**src/rtl/lcd_count_display_pkg.sv**
```systemverilog
// Shared constants for the character-LCD counter display: state/phase encodings,
// HD44780 commands, ASCII glyphs and the per-write item record.
package lcd_count_display_pkg;

  localparam logic [2:0] StPwr  = 3'd0;
  localparam logic [2:0] StInit = 3'd1;
  localparam logic [2:0] StCfg  = 3'd2;
  localparam logic [2:0] StRef  = 3'd3;
  localparam logic [2:0] StIdle = 3'd4;

  // Nibble/strobe sequencer phases
  localparam logic [2:0] PhLoad  = 3'd0;
  localparam logic [2:0] PhSetup = 3'd1;
  localparam logic [2:0] PhE     = 3'd2;
  localparam logic [2:0] PhGap   = 3'd3;
  localparam logic [2:0] PhWait  = 3'd4;
  localparam logic [2:0] PhIdle  = 3'd5;

  localparam logic [7:0] CmdFnSet  = 8'h28;
  localparam logic [7:0] CmdEntry  = 8'h06;
  localparam logic [7:0] CmdDispOn = 8'h0C;
  localparam logic [7:0] CmdClear  = 8'h01;
  localparam logic [7:0] CmdLine1  = 8'h80;
  localparam logic [7:0] CmdLine2  = 8'hC0;

  localparam logic [7:0] AsciiC     = 8'h43;
  localparam logic [7:0] AsciiN     = 8'h4E;
  localparam logic [7:0] AsciiT     = 8'h54;
  localparam logic [7:0] AsciiColon = 8'h3A;
  localparam logic [7:0] AsciiH     = 8'h48;
  localparam logic [7:0] AsciiZero  = 8'h30;

`ifdef LCD_HEX_EN
  localparam int unsigned RefLen = 13;
`else
  localparam int unsigned RefLen = 8;
`endif

  typedef struct packed {
    logic       rs;
    logic       is_byte;
    logic       clr;
    logic [7:0] data;
  } item_t;

  function automatic logic [7:0] hex_ascii(input logic [3:0] nib);
    return (nib < 4'd10) ? (AsciiZero + {4'h0, nib}) : (8'h37 + {4'h0, nib});
  endfunction

endpackage

```
**src/rtl/lcd_count_display_bin2bcd.sv**
```systemverilog
// Combinational double-dabble: 8-bit binary to three BCD digits.
module lcd_bin2bcd (
  input  logic [7:0] bin_i,
  output logic [3:0] hund_o,
  output logic [3:0] tens_o,
  output logic [3:0] ones_o
);

  logic [19:0] sh;

  always_comb begin
    sh = {12'd0, bin_i};
    for (int i = 0; i < 8; i++) begin
      if (sh[11:8] >= 4'd5)  sh[11:8]  = sh[11:8] + 4'd3;
      if (sh[15:12] >= 4'd5) sh[15:12] = sh[15:12] + 4'd3;
      if (sh[19:16] >= 4'd5) sh[19:16] = sh[19:16] + 4'd3;
      sh = sh << 1;
    end
    hund_o = sh[19:16];
    tens_o = sh[15:12];
    ones_o = sh[11:8];
  end

endmodule

```
**src/rtl/lcd_count_display.sv**
```systemverilog
// HD44780 4-bit write-only driver showing "CNT:ddd" for an 8-bit counter.
// Define LCD_HEX_EN to also write "H:xx" on line 2.
module lcd_count_display
  import lcd_count_display_pkg::*;
#(
  parameter int unsigned T_PWR = 750000,
  parameter int unsigned T_E   = 12,
  parameter int unsigned T_NIB = 50,
  parameter int unsigned T_CMD = 2000,
  parameter int unsigned T_CLR = 82000
) (
  input  logic       clk_i,
  input  logic       rs_i,
  input  logic [7:0] value_i,
  output logic [3:0] lcd_d_o,
  output logic       lcd_e_o,
  output logic       lcd_rs_o,
  output logic       lcd_rw_o,
  output logic       sf_ce0_o,
  output logic       ready_o
);

  logic [2:0]  state_q, state_d, phase_q, phase_d;
  logic [19:0] cnt_q, cnt_d, cnt_dec;
  logic [3:0]  step_q, step_d, last_step;
  logic        lo_q, lo_d, lcd_e_q, lcd_e_d;
  logic [7:0]  snap_q, snap_d;
  item_t       item_q, item_d, nxt;
  logic        advance, start;
  logic [3:0]  hund, tens, ones;
  logic [8*RefLen-1:0] ref_text;
  logic [63:0] line1_text;

  lcd_bin2bcd u_bcd (
    .bin_i  (snap_q),
    .hund_o (hund),
    .tens_o (tens),
    .ones_o (ones)
  );

  // Byte k of the refresh sequence sits at ref_text[8k +: 8]
  assign line1_text = {4'h3, ones, 4'h3, tens, 4'h3, hund, AsciiColon, AsciiT, AsciiN, AsciiC,
                       CmdLine1};
`ifdef LCD_HEX_EN
  assign ref_text = {hex_ascii(snap_q[3:0]), hex_ascii(snap_q[7:4]), AsciiColon, AsciiH,
                     CmdLine2, line1_text};
`else
  assign ref_text = line1_text;
`endif

  function automatic item_t item_f(input logic [2:0] st, input logic [3:0] step,
                                   input logic [8*RefLen-1:0] text);
    item_t it;
    it = '0;
    it.is_byte = 1'b1;
    case (st)
      StInit: begin
        it.is_byte = 1'b0;
        it.data    = (step == 4'd3) ? 8'h02 : 8'h03;
      end
      StCfg: begin
        case (step)
          4'd0:    it.data = CmdFnSet;
          4'd1:    it.data = CmdEntry;
          4'd2:    it.data = CmdDispOn;
          default: begin
            it.data = CmdClear;
            it.clr  = 1'b1;
          end
        endcase
      end
      StRef: begin
        it.data = text[8*step +: 8];
        it.rs   = (step != 4'd0) && (step != 4'd8);
      end
      default: it.data = 8'h00;
    endcase
    return it;
  endfunction

  assign cnt_dec   = cnt_q - 20'd1;
  assign last_step = (state_q == StRef) ? 4'(RefLen - 1) : 4'd3;

  always_comb begin
    state_d = state_q;
    phase_d = phase_q;
    cnt_d   = cnt_q;
    step_d  = step_q;
    lo_d    = lo_q;
    snap_d  = snap_q;
    item_d  = item_q;
    lcd_e_d = 1'b0;
    advance = 1'b0;
    start   = 1'b0;
    case (phase_q)
      // The load cycle itself counts toward the power-up wait
      PhLoad: begin
        cnt_d   = 20'(T_PWR - 2);
        phase_d = PhWait;
      end
      PhSetup: begin
        cnt_d   = 20'(T_E - 1);
        phase_d = PhE;
        lcd_e_d = 1'b1;
      end
      PhE: begin
        if (cnt_q != '0) begin
          cnt_d   = cnt_dec;
          lcd_e_d = 1'b1;
        end else if (item_q.is_byte && !lo_q) begin
          phase_d = PhGap;
          cnt_d   = 20'(T_NIB - 1);
          lo_d    = 1'b1;
        end else begin
          phase_d = PhWait;
          cnt_d   = item_q.clr ? 20'(T_CLR - 1) : 20'(T_CMD - 1);
          lo_d    = 1'b0;
        end
      end
      PhGap: begin
        if (cnt_q != '0) begin
          cnt_d = cnt_dec;
        end else begin
          phase_d = PhE;
          cnt_d   = 20'(T_E - 1);
          lcd_e_d = 1'b1;
        end
      end
      PhWait: begin
        if (cnt_q != '0) cnt_d = cnt_dec;
        else             advance = 1'b1;
      end
      PhIdle: begin
        if (value_i != snap_q) begin
          state_d = StRef;
          step_d  = '0;
          snap_d  = value_i;
          start   = 1'b1;
        end
      end
      default: phase_d = PhLoad;
    endcase

    if (advance) begin
      step_d = '0;
      if (state_q != StPwr && step_q != last_step) begin
        step_d = step_q + 4'd1;
        start  = 1'b1;
      end else begin
        case (state_q)
          StPwr: begin
            state_d = StInit;
            start   = 1'b1;
          end
          StInit: begin
            state_d = StCfg;
            start   = 1'b1;
          end
          StCfg: begin
            state_d = StRef;
            snap_d  = value_i;
            start   = 1'b1;
          end
          default: begin
            state_d = StIdle;
            phase_d = PhIdle;
          end
        endcase
      end
    end

    // lcd_d/lcd_rs change here, one cycle ahead of the strobe
    nxt = item_f(state_d, step_d, ref_text);
    if (start) begin
      phase_d = PhSetup;
      item_d  = nxt;
    end
  end

  always_ff @(posedge clk_i) begin
    if (rs_i) begin
      state_q <= StPwr;
      phase_q <= PhLoad;
      cnt_q   <= '0;
      step_q  <= '0;
      lo_q    <= 1'b0;
      snap_q  <= '0;
      item_q  <= '0;
      lcd_e_q <= 1'b0;
    end else begin
      state_q <= state_d;
      phase_q <= phase_d;
      cnt_q   <= cnt_d;
      step_q  <= step_d;
      lo_q    <= lo_d;
      snap_q  <= snap_d;
      item_q  <= item_d;
      lcd_e_q <= lcd_e_d;
    end
  end

  assign lcd_d_o  = (item_q.is_byte && !lo_q) ? item_q.data[7:4] : item_q.data[3:0];
  assign lcd_e_o  = lcd_e_q;
  assign lcd_rs_o = item_q.rs;
  assign lcd_rw_o = 1'b0;
  assign sf_ce0_o = 1'b1;
  assign ready_o  = (state_q == StIdle);

endmodule
```
**config.mk**
```make
export PLATFORM = sky130hd
export DESIGN_NAME = lcd_count_display
export DESIGN_NICKNAME = d
export VERILOG_FILES = /design/src/rtl/lcd_count_display_pkg.sv /design/src/rtl/lcd_count_display_bin2bcd.sv /design/src/rtl/lcd_count_display.sv
export SDC_FILE = /design/constraint.sdc
export NUM_CORES = 1
export LEC_CHECK = 0
export BUFFER_PORTS_ARGS = -buffer_cell sky130_fd_sc_hd__buf_4
export CAP_MARGIN = 30
export CELL_PAD_IN_SITES_DETAIL_PLACEMENT = 1
export CELL_PAD_IN_SITES_GLOBAL_PLACEMENT = 1
export CORE_MARGIN = 2
export CORE_UTILIZATION = 46
export CTS_BUF_LIST = sky130_fd_sc_hd__clkbuf_16
export CTS_CLUSTER_DIAMETER = 80
export DETAILED_ROUTE_END_ITERATION = 8
export GPL_ROUTABILITY_DRIVEN = 0
export GPL_TIMING_DRIVEN = 0
export PLACE_DENSITY_LB_ADDON = 0.1
export SLEW_MARGIN = 20
export SYNTH_ARGS = -nofsm -noshare
export SYNTH_HDL_FRONTEND = slang
export SYNTH_SLANG_ARGS = --single-unit
```
**constraint.sdc**
```tcl
create_clock -name clk_i -period 6.35 [get_ports clk_i]
set_input_delay 0.3175 -clock clk_i [delete_from_list [all_inputs] [get_ports clk_i]]
set_output_delay 0.3175 -clock clk_i [all_outputs]
set_load 0.02 [all_outputs]
```
==> run_results.csv, run 1 <==
group,metric,value,unit
critical_path,critPathMaxStageDelay,0.50,ns
routing,drc,0,
clock_network,numClockSinks,51,
routing,dr.first_iter.drc_count,134,
logic_synthesis,synthCells,550,
clock_network,cts_max_path_buffers,2,
logic_synthesis,synth_seq_area_share,0.249,
job,cap_violations,0,
global_route,gr-total-overflow,0,
logic_synthesis,synth_compound_area_frac,0.266,
cells_and_area,drive_gt1_frac,0.117,
place,place_hpwl,9130,um
clock_network,cts_resized,0,
sta,slew_violations,0,
place,portBuffers,16,
logic_synthesis,syn_nets,578,
die,die_w,98.4,um
cells_and_area,design_area,4490,um^2
die,die_h,98.4,um
hold_path,hold_path_class,"in -> reg",
clock_network,cts_setup_buffers,0,
logic_synthesis,synth.area.mux_share,0.0531,
die,dieArea,9680,um^2
place,place_area,4350,um^2
routing,ant_nets,0,
cells_and_area,antenna_cells,0,
logic_synthesis,synth.distinct_cells,79,
sta,hold_ws,0.284,ns
pwr,power.leakage,1.87,nW
routing,vias,4064,
logic_synthesis,post_synth_instance_area,4100,um^2
routing,first_pass_iters,4,
clock_network,clkTransAtPathRegs,0.07,ns
pwr,ir_drop,0.000125,V
sta,fmaxAchievable,0.180,GHz
logic_synthesis,ys_top_cells_by_area,"dfxtp_1 25%, nor2_1 6.5%, a21oi_1 5.5%",
critical_path,arrival,5.73,ns
pwr,powerDensity,160,nW/um^2
sta,finalSetupTns,0,ns
sta,rsz0062_at_grt,"false",
critical_path,slowest_stage,"o221ai_1",
pwr,clock_power_share,0.355,
routing,via_per_inst,5.97,
logic_synthesis,synth_xor_area_frac,0.0424,
critical_path,path_class,"reg -> reg",
routing,drt-wirelength-per-cell,17.5,um
clock_network,clock-root-buffer,"clkbuf_16",
die,io_pins,19,
sta,period_share,0.873,
die,start_util,0.472,
die,placementRows,34,
global_route,grtUsageTotal,0.256,
sta,final_hold_viol_count,0,
logic_synthesis,synth_top_cell_by_area,"dfxtp_1",
cells_and_area,layout.nets,602,
logic_synthesis,synth_seq_cells,51,
sta,fin_ws,0.804,ns
logic_synthesis,synth_top_family_by_area,"simple AND/OR/NAND/NOR gates",
logic_synthesis,synth_edf_count,0,
logic_synthesis,synthSimpleGateAreaFrac,0.273,
sta,finClkSkew,0.00831,ns
clock_network,cts-hold-fix-buffers,0,
run_status,status,"finished clean",
logic_synthesis,synth_fa_ha_area_frac,0.0549,
sta,period_needed,5.55,ns
critical_path,crit_top_cell,"ha_1",
logic_synthesis,ys.flop_type,"dfxtp_1",
critical_path,cp.required,6.54,ns
global_route,grt_pass1_wl,20700,um
global_route,grt_max_degree,14,
sta,finalSetupViolCount,0,
pwr,intPower,0.518,mW
global_route,antenna_found_initial,0,
critical_path,critPathMaxFanout,6,
place,place_ws,0.822,ns
critical_path,startpoint_type,"flop",
logic_synthesis,syn_area_per_cell,7.45,um^2
pwr,total_power,0.718,mW
sta,tightest_slew,0.666,ns
routing,wl,11900,um
clock_network,cts_made_buffers,5,
pwr,p_seq_frac,0.481,
cells_and_area,area_growth,9.55,%
clock_network,cts_tree,"done",
logic_synthesis,synth_most_common_cell,"nor2_1",
logic_synthesis,synthTopCellsByCount,"71 x nor2_1, 57 x nand2_1, 51 x dfxtp_1",
pwr,combPwrFrac,0.164,
sta,maxSlewHeadroom,0.556,
critical_path,end_kind,"flop",
logic_synthesis,yosysWarningCount,0,
pwr,switching_share,0.278,
logic_synthesis,yosysTopAreaCellShare,0.249,
global_route,grt_pass1_vias,4257,
clock_network,h-tree-depth,2,
die,coreArea,8680,um^2
logic_synthesis,synth-async-reset-ratio,0,
critical_path,reg2reg_slack,0.80,ns
clock_network,insertion_delay,0.29,ns
pwr,switching_power,0.200,mW
stage by stage:
stage	utilization	cells
after CTS	0.517	680
after global placement	0.502	674
final	0.517	681
after global routing	0.517	681
after detailed placement	0.502	674
after floorplan	-	550
flip-flops by register name, summed over array words and instances (netlist names):
signal and flops:
step_q 4, phase_q 3, snap_q 8, cnt_q 20
lo_q 1, lcd_e_o 1, item_q 10, state_q 3
lcd_rs_o 1
power by group through the flow:
stage / Combinational (mW) / Sequential (mW) / Clock [mW]
floorplan: 0.0858 / 0.348 / 0
global placement: 0.111 / 0.352 / 0
detailed placement: 0.116 / 0.352 / 0
CTS: 0.117 / 0.345 / 0.260
global route: 0.133 / 0.347 / 0.272
finish: 0.118 / 0.345 / 0.255
routing by layer:
| layer | global-route usage | share of wire | vias to the layer above |
|---|---|---|---|
| li1 | - | - | 2027 |
| met1 | 0.316 | 0.46 | 1984 |
| met2 | 0.479 | 0.52 | 39 |
| met3 | 0.0243 | 0.014 | 14 |
| met4 | 0.0601 | 0.013 | 0 |
| met5 | 0 | 0 | - |
final cells by class:
class                   instances  area, um^2
plain buffers                  23         135
clock buffers                   5         125
clock inverters                 1        3.75
fillers                      1136        4190
inverters                      28         108
multi-input cells             448        2840
flip-flops and latches         51        1020
well taps                     108         135
repair buffers                 17         128
cells by family after synthesis:
kind of cell | count (synthesis)
DFF | 51
xor gates and xnor gates | 19
muxes | 21
AOI/OAI and AO/OA | 162
buffers and inverters | 51
and+or+nand+nor | 226
other | 2
adders and majority gates | 18
worst max-delay path, delay by kind of cell, from the launching register on:
family	cells	cell delay [ns]
XOR/XNOR	2	0.48
adder cells (fa/ha/maj)	6	1.26
AND/OR/NAND/NOR	5	0.92
buffers and inverters	5	0.39
AO/OA/AOI/OAI	9	1.83
multiplexers	1	0.12
flip-flops	1	0.47
cells in the final DEF (no fill, tap or decap), types with 6 or more instances in the layout:
cell type	count
nor2_1	71
nand2_1	57
dfxtp_1	51
a21oi_1	45
o21ai_0	32
nor3_1	29
inv_1	26
ha_1	18
buf_4	18
mux2i_1	17
nand3_1	16
xor2_1	12
clkbuf_1	12
a211oi_1	9
nor2b_1	8
a21o_1	7
nand2b_1	6
xnor2_1	6
a31oi_1	6
final timing paths:
check	to	from	cells past startpoint
worst max-delay path	item_q[2]	snap_q[5]	28
worst min-delay path	snap_q[6]	value_i[6]	3
worst max register to register	item_q[2]	snap_q[5]	28
worst min register to register	item_q[4]	item_q[4]	2
(Power assumes the default switching activity.)
==> inputs of run 2 (changes only) <==
- BUFFER_PORTS_ARGS: -buffer_cell sky130_fd_sc_hd__buf_4 -> unset
- CORE_UTILIZATION: 46 -> 48
- DONT_BUFFER_PORTS: unset -> 1
==> run 2 against run 1 <==
Fmax is 1.9% higher. Clock skew down 0.0015 ns. Flip-flop and latch count unchanged. Die area shrank 4.0%. Sequential power about the same. Critical path depth decreased by 1. Critical path type unchanged. Critical endpoint is now item_q[1]. Highest routed layer unchanged.
==> run_results.csv, run 2 (same netlist as run 1, synthesis figures left out) <==
group,metric,value,unit
run_status,status,"finished clean",
routing,via_per_inst,6.07,
die,coreArea,8260,um^2
cells_and_area,top_regs,"cnt_q (20), item_q (10), snap_q (8)",
routing,ant_nets,0,
cells_and_area,antenna_cells,0,
die,dieArea,9290,um^2
cells_and_area,fillers,1051,
sta,hold_ws,0.184,ns
die,die_w,96.4,um
sta,period_needed,5.44,ns
routing,wl,11800,um
clock_network,clkTransAtPathRegs,0.07,ns
routing,dr.first_iter.drc_count,200,
clock_network,cts_tree,"done",
place,portBuffers,0,
clock_network,insertion_delay,0.29,ns
global_route,gr-total-overflow,0,
cells_and_area,final_common_cell,"nor2_1",
routing,vias,4030,
pwr,powerDensity,164,nW/um^2
pwr,ir_drop,0.0000977,V
pwr,power.leakage,1.79,nW
clock_network,cts_max_path_buffers,2,
global_route,grtUsageTotal,0.260,
sta,fmaxAchievable,0.184,GHz
critical_path,startpoint_type,"flop",
clock_network,h-tree-depth,2,
cells_and_area,post_layout_nonfiller_instances,664,
place,place_hpwl,9150,um
global_route,antenna_found_initial,0,
pwr,combPwrFrac,0.156,
job,cap_violations,0,
cells_and_area,multiInputGateArea,2840,um^2
cells_and_area,area_growth,6.72,%
critical_path,worstReg2RegStart,"snap_q[6]",
hold_path,hp-start,"value_i[2]",
clock_network,cts-hold-fix-buffers,0,
critical_path,arrival,5.68,ns
pwr,intPower,0.517,mW
sta,period_share,0.857,
routing,drc,0,
pwr,clock_power_share,0.361,
clock_network,cts_resized,0,
cells_and_area,layout.nets,586,
sta,tightest_slew,0.715,ns
clock_network,clock-root-buffer,"clkbuf_16",
die,die_h,96.4,um
hold_path,hold_path_class,"in -> reg",
critical_path,cp.required,6.58,ns
cells_and_area,register_area,1020,um^2
critical_path,end_kind,"flop",
routing,first_pass_iters,4,
global_route,grt_pass1_wl,19200,um
sta,finalSetupViolCount,0,
cells_and_area,drive_gt1_frac,0.0912,
cells_and_area,fin_util,0.530,
sta,final_hold_viol_count,0,
clock_network,cts_setup_buffers,0,
die,io_pins,19,
sta,finClkSkew,0.00678,ns
routing,drt-wirelength-per-cell,17.8,um
sta,rsz0062_at_grt,"false",
critical_path,critPathMaxFanout,6,
cells_and_area,largest_register_ff_count,20,
global_route,grt_pass1_vias,3967,
global_route,grt_max_degree,15,
pwr,switching_share,0.278,
cells_and_area,layout_common_cells,"71 x nor2_1, 57 x nand2_1, 51 x dfxtp_1",
sta,slew_violations,0,
cells_and_area,top_register,"cnt_q",
clock_network,numClockSinks,51,
place,post-place-cells,655,
critical_path,path_class,"reg -> reg",
pwr,switching_power,0.199,mW
clock_network,cts_made_buffers,5,
critical_path,crit_start,"snap_q[6]",
sta,maxSlewHeadroom,0.523,
pwr,p_seq_frac,0.483,
sta,finalSetupTns,0,ns
die,placementRows,33,
die,start_util,0.496,
-- run 2: worst paths after layout --
check / to / slack (ns) / cells past startpoint
max: item_q[1] / 0.91 / 27
max reg2reg: item_q[1] / 0.91 / 27
min reg2reg: item_q[4] / 0.44 / 2
min: snap_q[2] / 0.18 / 2
-- run 2: power groups by stage --
stage | registers (mW) | clock network, mW | logic, mW
CTS | 0.345 | 0.263 | 0.111
global placement | 0.351 | 0 | 0.105
floorplan | 0.348 | 0 | 0.0858
finish | 0.346 | 0.258 | 0.112
detailed placement | 0.352 | 0 | 0.110
global route | 0.347 | 0.275 | 0.125
-- run 2: final cells by class --
class                   count  area share
clock inverters             3     0.00257
inverters                  28      0.0246
plain buffers              23      0.0309
flip-flops and latches     51       0.233
multi-input cells         448       0.648
well taps                 105      0.0300
clock buffers               5      0.0286
repair buffers              1     0.00172
-- run 2: critical path, cell delays in order (launching register included) --
cell and delay (ns):
dfxtp_1 0.46, inv_1 0.10, ha_1 0.19, inv_1 0.05
ha_1 0.27, a21oi_2 0.06, xnor2_1 0.35, inv_2 0.11
ha_1 0.21, nand2b_1 0.15, a21oi_1 0.18, xnor2_1 0.18
ha_1 0.25, nor2b_1 0.30, nand2b_1 0.17, mux2i_2 0.13
inv_1 0.09, ha_1 0.14, inv_1 0.04, ha_1 0.21
a21oi_1 0.36, nand2_1 0.10, o221ai_1 0.41, nor2b_1 0.16
a21oi_1 0.14, mux2i_1 0.09, o32ai_1 0.31, a221o_1 0.19
-- run 2: per-layer routing --
metal,wire [um],track usage,vias up
li1,-,-,1985
met2,6170,0.484,39
met5,0,0,-
met4,185,0.0704,0
met3,186,0.0303,16
met1,5280,0.316,1990
-- run 2: metrics by stage --
step / setup slack (ns) / total power [mW] / instance area [um^2]
floorplan: 1.70 / 0.434 / 4100
global placement: 1.05 / 0.456 / 4230
detailed placement: 0.889 / 0.463 / 4230
CTS: 0.871 / 0.720 / 4370
global route: 0.334 / 0.747 / 4370
finish: 0.908 / 0.716 / 4370
==> inputs of run 3 (changes only) <==
- PLACE_DENSITY: unset -> 0.92
- PLACE_DENSITY_LB_ADDON: 0.1 -> unset
==> run 3 against run 2 <==
Utilization rose by 0.27 points. Highest routed layer unchanged. Critical path type unchanged. Register-to-register slack worse by 0.19 ns. Hold slack worse by 0.0073 ns. Largest cell class unchanged. Global-route usage increased by 2.1 points. Sequential power is essentially flat. Die area stayed put. Flip-flop and latch count stayed put. Non-clock buffer count unchanged. Setup slack lost 0.19 ns. Final cell count is 0.15% lower. Via count up 2.4%. Count of clock-buffer cells in the layout unchanged.
==> run_results.csv, run 3 (same netlist as run 1, synthesis figures left out) <==
group,metric,value,unit
critical_path,critPathMaxFanout,6,
cells_and_area,drive_gt1_frac,0.0932,
routing,drt-wirelength-per-cell,18.6,um
routing,dr.first_iter.drc_count,202,
clock_network,h-tree-depth,2,
cells_and_area,final_common_cell,"nor2_1",
critical_path,end_kind,"flop",
critical_path,path_class,"reg -> reg",
clock_network,cts_resized,0,
critical_path,crit_start,"snap_q[5]",
clock_network,cts_made_buffers,5,
routing,vias,4128,
place,place_hpwl,9070,um
routing,wl,12400,um
sta,final_hold_viol_count,0,
sta,fmaxAchievable,0.178,GHz
critical_path,reg2reg_slack,0.72,ns
sta,tightest_slew,0.752,ns
die,start_util,0.496,
die,die_w,96.4,um
critical_path,worstReg2RegStart,"snap_q[5]",
sta,finClkSkew,0.00839,ns
global_route,gr-total-overflow,0,
cells_and_area,largest_register_ff_count,20,
pwr,power.leakage,1.81,nW
global_route,grt_pass1_vias,4281,
die,coreArea,8260,um^2
routing,ant_nets,0,
critical_path,worstReg2RegEnd,"item_q[1]",
sta,finalSetupTns,0,ns
die,placementRows,33,
sta,hold_ws,0.176,ns
critical_path,cp.required,6.59,ns
die,dieArea,9290,um^2
cells_and_area,top_register,"cnt_q",
clock_network,clkTransAtPathRegs,0.07,ns
routing,via_per_inst,6.23,
cells_and_area,area_growth,7.27,%
pwr,powerDensity,175,nW/um^2
routing,first_pass_iters,4,
clock_network,cts_tree,"done",
cells_and_area,design_area,4400,um^2
global_route,grt_pass1_wl,20500,um
critical_path,arrival,5.88,ns
sta,maxSlewHeadroom,0.495,
place,post-place-cells,655,
critical_path,r2r_cells,27,
clock_network,cts_setup_buffers,0,
clock_network,clock-root-buffer,"clkbuf_16",
cells_and_area,post_layout_nonfiller_instances,663,
critical_path,critPathCapture,"item_q[1]",
clock_network,numClockSinks,51,
cells_and_area,top_regs,"cnt_q (20), item_q (10), snap_q (8)",
pwr,ir_drop,0.000112,V
global_route,grt_max_degree,15,
critical_path,startpoint_type,"flop",
global_route,grtUsageTotal,0.281,
clock_network,cts_max_path_buffers,2,
sta,period_needed,5.63,ns
place,place_area,4230,um^2
cells_and_area,antenna_cells,0,
cells_and_area,layout_common_cells,"71 x nor2_1, 57 x nand2_1, 51 x dfxtp_1",
die,die_h,96.4,um
pwr,total_power,0.767,mW
sta,rsz0062_at_grt,"false",
global_route,antenna_found_initial,0,
die,io_pins,19,
routing,drc,0,
hold_path,hold_path_class,"in -> reg",
cells_and_area,fillers,1070,
sta,period_share,0.887,
hold_path,whs_path_depth,2,
cells_and_area,layout.nets,586,
job,cap_violations,0,
place,portBuffers,0,
run_status,status,"finished clean",
clock_network,insertion_delay,0.30,ns
sta,finalSetupViolCount,0,
clock_network,cts-hold-fix-buffers,0,
sta,slew_violations,0,
[run 3: report_power, final]
part	total (mW)	internal, mW	switching (mW)
clock network	0.308	0.183	0.125
registers	0.345	0.331	0.0141
logic	0.114	0.0430	0.0708
total	0.767	0.557	0.210
[run 3: layout make-up]
class | count | area, um^2 | area share
flip-flops and latches | 51 | 1020 | 0.232
repair buffers | 1 | 7.51 | 0.00171
clock buffers | 5 | 125 | 0.0285
well taps | 105 | 131 | 0.0299
inverters | 28 | 108 | 0.0245
multi-input cells | 448 | 2840 | 0.645
clock inverters | 2 | 33.8 | 0.00768
plain buffers | 23 | 135 | 0.0307
[run 3: critical path: stages (launching register included)]
cell and delay, ns:
dfxtp_1 0.47, inv_1 0.11, ha_1 0.22, inv_1 0.06, ha_1 0.26, a21oi_2 0.06
xnor2_1 0.38, inv_2 0.12, ha_1 0.21, nand2b_1 0.16, a21oi_1 0.18, xnor2_1 0.17
ha_1 0.23, nor2b_1 0.32, nand2b_1 0.17, mux2i_2 0.12, inv_1 0.09, ha_1 0.14
inv_1 0.04, ha_1 0.21, a21oi_1 0.37, nand2_1 0.10, o221ai_1 0.41, nor2b_1 0.16
a21oi_1 0.15, mux2i_1 0.10, o32ai_1 0.35, a221o_1 0.20
[run 3: worst min-delay path by stage]
| stage | from | endpoint | slack [ns] |
|---|---|---|---|
| finish | value_i[5] | snap_q[5] | 0.18 |
| floorplan | item_q[4] | item_q[4] | 0.42 |
| global placement | item_q[4] | item_q[4] | 0.43 |
| detailed placement | item_q[4] | item_q[4] | 0.43 |
| CTS | value_i[5] | snap_q[5] | 0.18 |
| global route | value_i[5] | snap_q[5] | 0.19 |
[run 3: per-stage QoR]
step,setup slack (ns),util
after detailed placement,0.770,0.512
after floorplan,1.70,-
after CTS,0.716,0.532
final,0.716,0.532
after global placement,1.04,0.512
after global routing,0.186,0.532
[run 3: routing by layer]
| layer | part of all wire | vias to the layer above | global-route usage |
|---|---|---|---|
| met3 | 0.029 | 27 | 0.0403 |
| met5 | 0 | - | 0 |
| met4 | 0.027 | 0 | 0.121 |
| li1 | - | 1988 | - |
| met2 | 0.52 | 81 | 0.515 |
| met1 | 0.43 | 2032 | 0.323 |
